## src/rtl/rom_programmer.sv

```systemverilog
// Bit-serial programmer for 4x256 bipolar fuse PROMs: pulse, recover, verify, bounded retries.
// Define ROM_PROGRAMMER_PULSE_COUNT_EN to add a saturating pulse_count output.
module rom_programmer #(
  parameter int unsigned DATA_WIDTH     = 4,
  parameter int unsigned ADDRESS_WIDTH  = 8,
  parameter int unsigned SETUP_CYCLES   = 4,
  parameter int unsigned PULSE_CYCLES   = 20,
  parameter int unsigned RECOVER_CYCLES = 8,
  parameter int unsigned MAX_RETRIES    = 8
) (
  input  logic                     clk,
  input  logic                     reset,
  input  logic                     wr_valid,
  output logic                     wr_ready,
  input  logic [ADDRESS_WIDTH-1:0] wr_address,
  input  logic [DATA_WIDTH-1:0]    wr_data,
  input  logic [DATA_WIDTH-1:0]    data_line_in,
  output logic [ADDRESS_WIDTH-1:0] address_line,
  output logic [DATA_WIDTH-1:0]    data_line_out,
  output logic                     data_line_oe,
  output logic                     program_pulse,
  output logic                     chip_select_n,
  output logic [3:0]               operation,
  output logic                     done,
`ifdef ROM_PROGRAMMER_PULSE_COUNT_EN
  output logic [15:0]              pulse_count,
`endif
  output logic [1:0]               error
);

  localparam int unsigned IdxW = (DATA_WIDTH > 1) ? $clog2(DATA_WIDTH) : 1;
  localparam logic [15:0] SetupLast   = 16'(SETUP_CYCLES - 1);
  localparam logic [15:0] PulseLast   = 16'(PULSE_CYCLES - 1);
  localparam logic [15:0] RecoverLast = 16'(RECOVER_CYCLES - 1);
  localparam logic [7:0]  MaxRetries  = 8'(MAX_RETRIES);

  typedef enum logic [3:0] {
    StIdle        = 4'd0,
    StSetup       = 4'd1,
    StRead        = 4'd2,
    StCheck       = 4'd3,
    StSelectBit   = 4'd4,
    StPulse       = 4'd5,
    StRecover     = 4'd6,
    StVerifySetup = 4'd7,
    StDone        = 4'd8
  } state_t;

  state_t                   state_q, state_d;
  logic [15:0]              cnt_q, cnt_d;
  logic [7:0]               retry_q, retry_d;
  logic [ADDRESS_WIDTH-1:0] addr_q, addr_d;
  logic [DATA_WIDTH-1:0]    target_q, target_d;
  logic [DATA_WIDTH-1:0]    current_q, current_d;
  logic [IdxW-1:0]          bit_q, bit_d;
  logic [1:0]               error_q, error_d;
  logic [DATA_WIDTH-1:0]    need;
  logic [IdxW-1:0]          sel_idx;

  // Lowest bit still to be blown.
  always_comb begin
    need    = target_q & ~current_q;
    sel_idx = '0;
    for (int i = DATA_WIDTH - 1; i >= 0; i--) begin
      if (need[i]) sel_idx = IdxW'(i);
    end
  end

  always_comb begin
    state_d   = state_q;
    cnt_d     = cnt_q;
    retry_d   = retry_q;
    addr_d    = addr_q;
    target_d  = target_q;
    current_d = current_q;
    bit_d     = bit_q;
    error_d   = error_q;
    unique case (state_q)
      StIdle: begin
        if (wr_valid) begin
          addr_d   = wr_address;
          target_d = wr_data;
          error_d  = 2'd0;
          cnt_d    = '0;
          state_d  = StSetup;
        end
      end
      StSetup: begin
        if (cnt_q == SetupLast) begin
          cnt_d   = '0;
          state_d = StRead;
        end else begin
          cnt_d = cnt_q + 16'd1;
        end
      end
      StRead: begin
        current_d = data_line_in;
        state_d   = (|(target_q & ~data_line_in)) ? StSelectBit : StCheck;
      end
      StCheck: begin
        if (|(current_q & ~target_q)) error_d = 2'd1;
        state_d = StDone;
      end
      StSelectBit: begin
        bit_d   = sel_idx;
        retry_d = 8'd1;  // cleared here, then counted for the pulse being entered
        cnt_d   = '0;
        state_d = StPulse;
      end
      StPulse: begin
        if (cnt_q == PulseLast) begin
          cnt_d   = '0;
          state_d = StRecover;
        end else begin
          cnt_d = cnt_q + 16'd1;
        end
      end
      StRecover: begin
        if (cnt_q == RecoverLast) begin
          cnt_d   = '0;
          state_d = StVerifySetup;
        end else begin
          cnt_d = cnt_q + 16'd1;
        end
      end
      StVerifySetup: begin
        if (cnt_q == SetupLast) begin
          cnt_d     = '0;
          current_d = data_line_in;
          if (data_line_in[bit_q]) begin
            state_d = StRead;
          end else if (retry_q < MaxRetries) begin
            retry_d = retry_q + 8'd1;
            state_d = StPulse;
          end else begin
            error_d = 2'd2;
            state_d = StDone;
          end
        end else begin
          cnt_d = cnt_q + 16'd1;
        end
      end
      StDone: state_d = StIdle;
      default: state_d = StIdle;
    endcase
  end

  always_ff @(posedge clk or posedge reset) begin
    if (reset) begin
      state_q   <= StIdle;
      cnt_q     <= '0;
      retry_q   <= '0;
      addr_q    <= '0;
      target_q  <= '0;
      current_q <= '0;
      bit_q     <= '0;
      error_q   <= '0;
    end else begin
      state_q   <= state_d;
      cnt_q     <= cnt_d;
      retry_q   <= retry_d;
      addr_q    <= addr_d;
      target_q  <= target_d;
      current_q <= current_d;
      bit_q     <= bit_d;
      error_q   <= error_d;
    end
  end

  // Outputs decode straight from state so an async reset drops the pulse immediately.
  always_comb begin
    wr_ready      = (state_q == StIdle);
    chip_select_n = (state_q == StIdle) || (state_q == StDone);
    program_pulse = (state_q == StPulse);
    data_line_oe  = (state_q == StPulse);
    data_line_out = (state_q == StPulse) ? (DATA_WIDTH'(1) << bit_q) : '0;
    done          = (state_q == StDone);
    operation     = state_q;
    address_line  = addr_q;
    error         = error_q;
  end

`ifdef ROM_PROGRAMMER_PULSE_COUNT_EN
  logic        pulse_entry;
  logic [15:0] pulse_count_q;

  assign pulse_entry = (state_d == StPulse) && (state_q != StPulse);

  always_ff @(posedge clk or posedge reset) begin
    if (reset) begin
      pulse_count_q <= '0;
    end else if (pulse_entry && (pulse_count_q != 16'hFFFF)) begin
      pulse_count_q <= pulse_count_q + 16'd1;
    end
  end

  assign pulse_count = pulse_count_q;
`endif

endmodule
```

## config.mk

```make
export PLATFORM = sky130hd
export DESIGN_NAME = rom_programmer
export DESIGN_NICKNAME = d
export VERILOG_FILES = /design/src/rtl/rom_programmer.sv
export SDC_FILE = /design/constraint.sdc
export NUM_CORES = 1
export LEC_CHECK = 0
export CORE_ASPECT_RATIO = 1.2
export CORE_MARGIN = 3
export CORE_UTILIZATION = 39
export CTS_CLUSTER_DIAMETER = 80
export CTS_CLUSTER_SIZE = 12
export DETAILED_ROUTE_END_ITERATION = 12
export DONT_BUFFER_PORTS = 1
export PLACE_DENSITY = 0.52
export SETUP_SLACK_MARGIN = 0.15
export SLEW_MARGIN = 20
export SYNTH_ARGS = -nofsm -noshare
export SYNTH_HDL_FRONTEND = slang
export SYNTH_SLANG_ARGS = --single-unit
```

## constraint.sdc

```tcl
create_clock -name clk -period 2.2 [get_ports clk]
set_input_delay 0.11 -clock clk [delete_from_list [all_inputs] [get_ports clk]]
set_output_delay 0.11 -clock clk [all_outputs]
set_load 0.05 [all_outputs]
```

==> metrics <==
Num CTS Buffers 5; initial antenna violation count 0; Max IR drop VDD 0.676 mV; Mapped Nets 267; Skew-Pair Late Insertion Delay 300 ps; synth unique cells 57; number of diodes 0; Root Buffer clkbuf_8; First-pass DRT Iterations 4; Pwr Density 1390 nW/um^2; main area contributors after synthesis dfrtp_1 (47%), mux2_2 (7.0%), nor2_1 (4.2%), xor2_1 (2.7%), nand2_1 (2.5%); maxcap violations 0; Nets 310; TritonCTS clock tree built; Mapped Area 2570 sq um; Critical Path RT 2430 ps; Fillers 569; f_max 0.482 GHz; worst-margin pin slew 842 ps; setup TNS 0 ps; Die W 80.2 um; DR WL/cell 15.7 um; # rows 31; Max Slew Vio Count 0; fin crit share 94.3%; Syn Area/Cell 10.5 sq um; prevailing post-synth register cell dfrtp_1; CP startpoint kind flop; min Tclk post-route 2070 ps; DR vias/cell 5.26; final cell count without fillers 372; post-synth top area share 46.7%; Syn Inst Count 246; Final Skew 10.2 ps; gpl congestion 0.803; vias in the first global route 2,065; maximum clock path buffer count 2; Yosys reg bits 48; Clock power frac 14.5%; Routed WL 5840 um; crit path kind flop to flop; count leader, synth dfrtp_1; synthesis-to-finish area growth 27.3%; core area 6210 sq um; Slowest-stage cell, CP or4_4; via count 1,958; status completed; IO buf count 0; Synthesis Warnings 0; H-Tree Level Count 2; HP Class input port to flop; I/O Pins 42; post-synth top area cell dfrtp_1; die height 95.0 um; Starting Density 41.5%; Sw Pwr 0.00208 W; final hold vios 0; Post-synth EDFFs 0; RSZ-0062 raised after global routing yes; largest net degree at the start of global routing 49; internal power 0.00246 W; post-route ant nets 0; max incr delay on CP 530 ps; Setup crit end kind flop; Pleak 1.41 nW; clock tree sinks 48; Setup Viol. Count Final 0; placed insts 343; crit path DAT 2300 ps; Seq/Total Area, Yosys 46.7%; first-pass GRT wire length 9740 um; share of layout cells above drive strength 1 34.1%; crit path cell chain or4_4, or3_4, or2_4, a2111o_1, a2bb2oi_2; hpwl dp 4200 um; Post-route DRC 0; drt first-iter violations 67; Sw Share 45.8%; logic gate share of total power 48.0%; FFs w/ async S/R, synth 100%; Post-synth top cells dfrtp_1 (48), nor2_1 (29), nand2_1 (17); Seq pwr share 37.5%; total track usage 16.3%; GR Overflow Total 0; Clock transition at path regs 90 ps; die area 7610 sq um; crit path max fanout 2; Worst slew margin 43.8%
==> cells in the final DEF, fill, tap and decap left out, types with 3 or more instances in the layout <==
| master | count |
|---|---|
| or3_4 | 3 |
| inv_1 | 10 |
| dlygate4sd3_1 | 17 |
| nor3_2 | 3 |
| nand2_1 | 17 |
| xnor2_1 | 7 |
| nand4_1 | 7 |
| nor3_1 | 6 |
| nand3_1 | 5 |
| dfrtp_2 | 8 |
| and2_1 | 3 |
| o21ai_0 | 4 |
| nor2_1 | 28 |
| mux2_4 | 3 |
| nor4_4 | 4 |
| mux2_2 | 16 |
| a21oi_1 | 6 |
| buf_4 | 26 |
| nor2b_1 | 5 |
| clkbuf_8 | 5 |
| xor2_1 | 8 |
| and3_1 | 4 |
| dfrtp_1 | 40 |
==> sequential cells by signal, summed over array words and instances, names as in the netlist <==
register      cells
cnt_q            16
address_line      8
error             2
target_q          4
retry_q           8
bit_q             2
operation         4
current_q         4
==> timing repair <==
item                                   4_1_cts  5_1_grt
pin swaps                                    1        8
gates cloned                                 0        0
buffers inserted                             2        2
setup endpoints to repair                    4       30
gates resized for setup                      2       14
endpoints found under the hold margin       64        0
hold buffers                                17        0
==> cells by family after synthesis <==
kind of cell	share of synthesized area, %
flops	46.7
compound gates	9.92
fa+ha+maj	0.972
simple gates	24.0
mux	9.77
buf+inv	3.60
xor+xnor	5.10
==> power by group through the flow <==
stage               logic, W  registers, W  clock network [W]
floorplan            0.00154       0.00174                  0
global placement     0.00207       0.00172                  0
detailed placement   0.00208       0.00172                  0
CTS                  0.00212       0.00170           0.000678
global route         0.00238       0.00176           0.000702
finish               0.00218       0.00170           0.000659
==> final cells by class <==
type	instances	area, sq um	area share, %
clock buffer	5	68.8	2.10
clock inverter	3	47.5	1.45
inverter	12	48.8	1.49
multi-input combinational	175	1370	41.8
sequential	48	1210	37.0
tap	82	103	3.13
timing repair buffer	47	428	13.1
==> path summary, 6_finish.rpt <==
| kind | start | to | slack, ps | depth (start not counted) |
|---|---|---|---|---|
| max | retry_q[4]$_DFFE_PP0P_ | operation[2]$_DFFE_PP0P_ | 130 | 5 |
| min | wr_valid | operation[2]$_DFFE_PP0P_ | 180 | 3 |
| max reg2reg | retry_q[4]$_DFFE_PP0P_ | operation[2]$_DFFE_PP0P_ | 130 | 5 |
| min reg2reg | retry_q[6]$_DFFE_PP0P_ | retry_q[6]$_DFFE_PP0P_ | 500 | 1 |
| max in group asynchronous | reset | operation[0]$_DFFE_PP0P_ | 1240 | 2 |
| min in group asynchronous | reset | address_line[0]$_DFFE_PP0P_ | 400 | 2 |
==> worst max-delay path, delay by kind of cell, from the launching register on <==
| kind | cells | cell delay, ps |
|---|---|---|
| flops | 1 | 380 |
| compound gates | 2 | 510 |
| simple gates | 3 | 1110 |
==> layer usage <==
metal  vias up  global-route usage, %  wire, um
met5         -                      0         0
met4         0                   3.94        59
met3         4                   3.44       164
met2        28                   29.8      3130
met1       967                   19.3      2490
li1        959                      -         -
==> metrics by stage <==
stage                     power (W)  worst slack [ps]  hold slack [ps]  utilization [%]  cell area, sq um
after CTS                   0.00450               102              191             51.7              3210
after global placement      0.00379               139              261             46.8              2900
final                       0.00454               125              183             52.8              3280
after global routing        0.00483              56.9              211             52.8              3280
after floorplan             0.00328              28.1              260                -              2660
after detailed placement    0.00380               123              264             46.8              2900
(Power assumes the default switching activity.)
